### src/rtl/fifo_pkg.sv
// fifo_pkg: shared FSM states and widths for the byte-FIFO write and read blocks
package fifo_pkg;
    localparam int BYTE_W = 8;
    localparam int CNT_W  = 12;
    typedef enum logic [2:0] {
        IDLE = 3'd0,
        LOAD = 3'd1,
        WORK = 3'd2,
        LAST = 3'd3
    } state_t;
endpackage

### src/rtl/fifo_write.sv
// fifo_write: pushes a FIFO_NUM-byte word into a byte FIFO, one byte per cycle, MSB byte first
// Ports: clk, rst (async, active-high), err (sync abort), data (payload, byte 0 = MSB byte),
//        fs (start level), fd (done, high in LAST), fifo_full (back-pressure),
//        fifo_txen (FIFO write enable), dout (FIFO write data).
// Build option FIFO_WRITE_CSUM_EN: appends a mod-256 sum of the data bytes as one extra write.
module fifo_write
    import fifo_pkg::*;
#(
    parameter logic [CNT_W-1:0] FIFO_NUM = 12'd8
) (
    input  logic                       clk,
    input  logic                       rst,
    input  logic                       err,
    input  logic [FIFO_NUM*BYTE_W-1:0] data,
    input  logic                       fs,
    output logic                       fd,
    input  logic                       fifo_full,
    output logic                       fifo_txen,
    output logic [BYTE_W-1:0]          dout
);
    localparam int DW = FIFO_NUM * BYTE_W;
`ifdef FIFO_WRITE_CSUM_EN
    localparam logic [CNT_W-1:0] LAST_CNT = FIFO_NUM;
`else
    localparam logic [CNT_W-1:0] LAST_CNT = FIFO_NUM - 12'd1;
`endif

    state_t              state, state_n;
    logic [CNT_W-1:0]    cnt;
    logic [DW-1:0]       shadow, shifted;
    logic [BYTE_W-1:0]   data_byte;
    logic                last_wr;

    // shifting the word left by cnt bytes brings byte[cnt] to the top
    assign shifted   = shadow << {cnt, 3'b000};
    assign data_byte = shifted[DW-1 -: BYTE_W];
    assign fifo_txen = (state == WORK) && !fifo_full;
    assign last_wr   = fifo_txen && (cnt == LAST_CNT);
    assign fd        = (state == LAST);

`ifdef FIFO_WRITE_CSUM_EN
    logic [BYTE_W-1:0] csum;
    assign dout = (state == WORK) ? ((cnt == FIFO_NUM) ? csum : data_byte) : '0;
    always_ff @(posedge clk or posedge rst)
        if (rst)
            csum <= '0;
        else if (state == LOAD)
            csum <= '0;
        else if (fifo_txen && cnt != FIFO_NUM)
            csum <= csum + data_byte;
`else
    assign dout = (state == WORK) ? data_byte : '0;
`endif

    always_comb begin
        state_n = IDLE;
        case (state)
            IDLE:    state_n = fs ? LOAD : IDLE;
            LOAD:    state_n = WORK;
            WORK:    state_n = last_wr ? LAST : WORK;
            LAST:    state_n = fs ? LAST : IDLE;
            default: state_n = IDLE;
        endcase
        if (err)
            state_n = IDLE;
    end

    always_ff @(posedge clk or posedge rst)
        if (rst) begin
            state  <= IDLE;
            cnt    <= '0;
            shadow <= '0;
        end else begin
            state <= state_n;
            if (err || state == LOAD)
                cnt <= '0;
            else if (fifo_txen && !last_wr)
                cnt <= cnt + 12'd1;
            if (state == LOAD)
                shadow <= data;
        end
endmodule
### config.mk
export PLATFORM = sky130hd
export DESIGN_NAME = fifo_write
export DESIGN_NICKNAME = d
export VERILOG_FILES = /design/src/rtl/fifo_pkg.sv /design/src/rtl/fifo_write.sv
export SDC_FILE = /design/constraint.sdc
export NUM_CORES = 1
export LEC_CHECK = 0
export ABC_AREA = 1
export CORE_MARGIN = 5
export CORE_UTILIZATION = 40
export CTS_CLUSTER_DIAMETER = 60
export DETAILED_ROUTE_END_ITERATION = 7
export PLACE_DENSITY = 0.66
export SLEW_MARGIN = 20
export SYNTH_ARGS = -nofsm -noshare
export SYNTH_HDL_FRONTEND = slang
export SYNTH_SLANG_ARGS = --single-unit
### constraint.sdc
create_clock -name clk -period 6.4 [get_ports clk]
set_clock_uncertainty 0.2 [all_clocks]
set_input_delay 1.6 -clock clk [delete_from_list [all_inputs] [get_ports clk]]
set_output_delay 1.6 -clock clk [all_outputs]
set_load 0.01 [all_outputs]
==> key figures <==
Global route
  • Total Routing Usage GR: 17.9%
  • Grt total ovfl: 0
  • Antenna violations before repair: 0
  • First-pass GRT wire length: 16700 um
  • Largest net degree at the start of global routing: 77
  • Vias in the first global route: 3471

Synthesis
  • Top_reg_cell synth: dfrtp_1
  • Post-synth ARST share: 100%
  • Avg Cell Area, Syn: 7.47 sq um
  • Compound-Gate Fraction of Synth Area: 10.2%
  • Largest cells by area after synthesis: dfrtp_1, nand2_1, o21ai_0
  • Yosys warnings: 0
  • Adder-Cell Fraction of Synth Area: 0.315%
  • Sequential element share of the synthesized area: 49.1%
  • Synth Instances: 532
  • Count of state elements after synthesis: 78
  • Main combinational cell family by area after synthesis: simple AND/OR/NAND/NOR gates
  • Synth cell count leaders: nand2_1, dfrtp_1, nor2_1, o21ai_0, inv_1
  • Share of the synthesized area in the top cell type: 49.1%
  • Post-synth cell types: 29
  • Mux share of post-synthesis cell area: 0%
  • Syn_nets: 602
  • Most frequent cell after synthesis: nand2_1
  • Xor/xnor cell area share of the yosys netlist: 0.881%
  • Top cell type by total area after synthesis: dfrtp_1
  • Simple-gate area share of the yosys netlist: 32.4%
  • EDFF count, synth: 0
  • Mapped cell area: 0.00398 sq mm

Power and ir drop
  • PwrDens: 249 mW/mm^2
  • Final Power: 0.00124 W
  • Leak: 2.35 nW
  • VDD IR-drop max: 0.112 mV

CTS
  • Num CTS Buffers: 9
  • TritonCTS clock tree: yes
  • Skew-Pair Late Insertion Delay: 340 ps
  • Worst-path clk slew: 80 ps
  • Clock buffer depth: 2
  • Post-CTS setup buffer count: 0
  • H-tree depth: 3
  • Post-cts sizing count: 0
  • CTS Root Cell: clkbuf_8
  • Hold_buf cts: 0
  • Clk sinks: 78

Timing
  • Final worst path period share: 75.1%
  • RSZ-0062 raised after global routing: no
  • Final setup fails: 0
  • Slew @ Worst Pin: 957 ps
  • Final Max Tran Viols: 0
  • Setup_tns: 0 ps
  • Min Tclk post-route: 4800 ps
  • Max transition margin: 35.9%
  • Final Hold Viols: 0
  • FMAX: 0.208 GHz

Cells and area
  • Final-layout fill cell count: 1004
  • Layout cell share with drive strength beyond 1: 5.80%
  • Final net count: 668
  • Area grow syn2layout: 25.5%
  • Ant diodes: 0

Floorplanning
  • Die height: 110 um
  • Core area: 0.00973 sq mm
  • Initial core utilization: 40.9%
  • Full die area: 0.0120 sq mm
  • # IOs: 79
  • Die width: 110 um
  • # rows: 36

Detailed routing
  • Routed wire length: 10100 um
  • Number of remaining DRC errors: 0
  • Avg WL per Cell: 13.7 um
  • DRT iter0 DRCs: 187
  • Via density: 4.85
  • ANT nets after route: 0
  • DR pass1 iterations: 5
  • Vias after detailed routing: 3566

Worst setup path
  • Critical path, cell by cell: clkinv_1 > nor2_1 > o21ai_0 > nand3_1 > nand2_1 > a21oi_1 > clkdlybuf4s50_1
  • Worst-path maximum fanout: 28
  • Critical Path Source Type: flop
  • Crit path to: dout[2]
  • CP max stage cell: dfrtp_1
  • Critical Path AT: 3000 ps
  • Number of cells on the worst reg-to-reg path: 9
  • Crit-path max cell delay: 950 ps
  • Critical path capture point type: output pin
  • Reg2reg start: cnt[1]
  • Setup crit start: cnt[1]
  • R2r endpoint: cnt[9]
  • Cell type group with the largest total delay on the critical path: buffers and inverters
  • Reg-to-reg slack, setup: 3810 ps
  • Kind of critical path: flop to output pin
  • CP Buf/Inv Count: 2
  • Worst EP required: 4600 ps
  • CP Depth: 7

Worst hold path
  • Hold/Removal Path Class: flop to flop

Flow run
  • Max-Cap Viols: 0

Outcome
  • Outcome: completed

Place
  • Port Buffers: 78
  • Hpwl dp: 7240 um
  • GP Congestion: 0.918
==> cell usage in the layout (no fill, tap or decap) <==
master	count
dfrtp_1	78
nand2_4	3
buf_4	3
a21o_1	2
clkinv_4	1
nor2_8	1
a21oi_4	1
nor3b_4	1
clkinv_2	3
a21oi_1	18
clkbuf_1	2
ha_1	1
nand3_1	22
xnor2_1	1
a31oi_1	1
nor2_1	51
inv_2	5
nand2_1	216
clkinv_1	1
nand4_1	10
xor2_1	3
o21ai_1	3
inv_1	30
clkbuf_8	11
nor2_4	3
clkdlybuf4s50_1	78
o21ai_0	51
nand2_2	2
a31o_2	1
==> logic make-up (layout without fill, tap and decap cells) <==
group,after synthesis,count (layout)
buf+inv,63,134
xor+xnor,4,4
flops,78,78
fa+ha+maj,1,1
simple gates,309,309
compound gates,77,77
==> where the power goes <==
group | switching, W | internal (W) | leakage (nW)
combinational | 0.000140 | 0.000107 | 1.28
clock | 0.000172 | 0.000162 | 0.0934
sequential | 0.0000598 | 0.000600 | 0.980
total | 0.000371 | 0.000868 | 2.35
==> worst min-delay path by stage <==
stage	start	end	slack, ps	cells after the start
after floorplan	shadow[0]	shadow[0]	240	2
after CTS	shadow[55]	shadow[55]	270	2
final	shadow[55]	shadow[55]	270	2
after global routing	shadow[27]	shadow[27]	280	2
after global placement	shadow[40]	shadow[40]	250	2
after detailed placement	shadow[55]	shadow[55]	250	2
==> sequential cells by signal, summed over array words and instances (netlist names) <==
name,flops
cnt,12
state,2
shadow,64
==> stage by stage <==
stage	worst slack (ps)	hold WS, ps	util, %	cell area [sq um]	instances
after global routing	1300	283	51.3	4990	736
final	1600	268	51.3	4990	736
after global placement	1850	250	49.4	4810	720
after floorplan	2600	237	-	3980	532
after CTS	1600	274	51.3	4990	736
after detailed placement	1830	254	49.4	4810	720
==> layer usage <==
metal	share of wire (%)	global-route usage, %	vias to the layer above
li1	-	-	1801
met1	46	24.6	1662
met2	47	28.5	89
met3	4.7	3.88	14
met4	1.7	5.25	0
met5	0	0	-
==> cell type report <==
cell class                 instances  area (sq um)  area share, %
multi-input combinational        391          1750           35.0
clock buffer                      13           159           3.19
sequential                        78          1950           39.1
inverter                          37           140           2.81
clock inverter                     3          18.8          0.376
timing repair buffer              81           803           16.1
tap                              133           166           3.34
==> worst reg2reg max path: cells and delay by family, from the launching register on <==
family                     cells  cell delay [ps]
DFF                            1              950
and+or+nand+nor                7              750
adders and majority gates      1              480
buffers and inverters          1              160
Power figures use the tool's default switching activity.
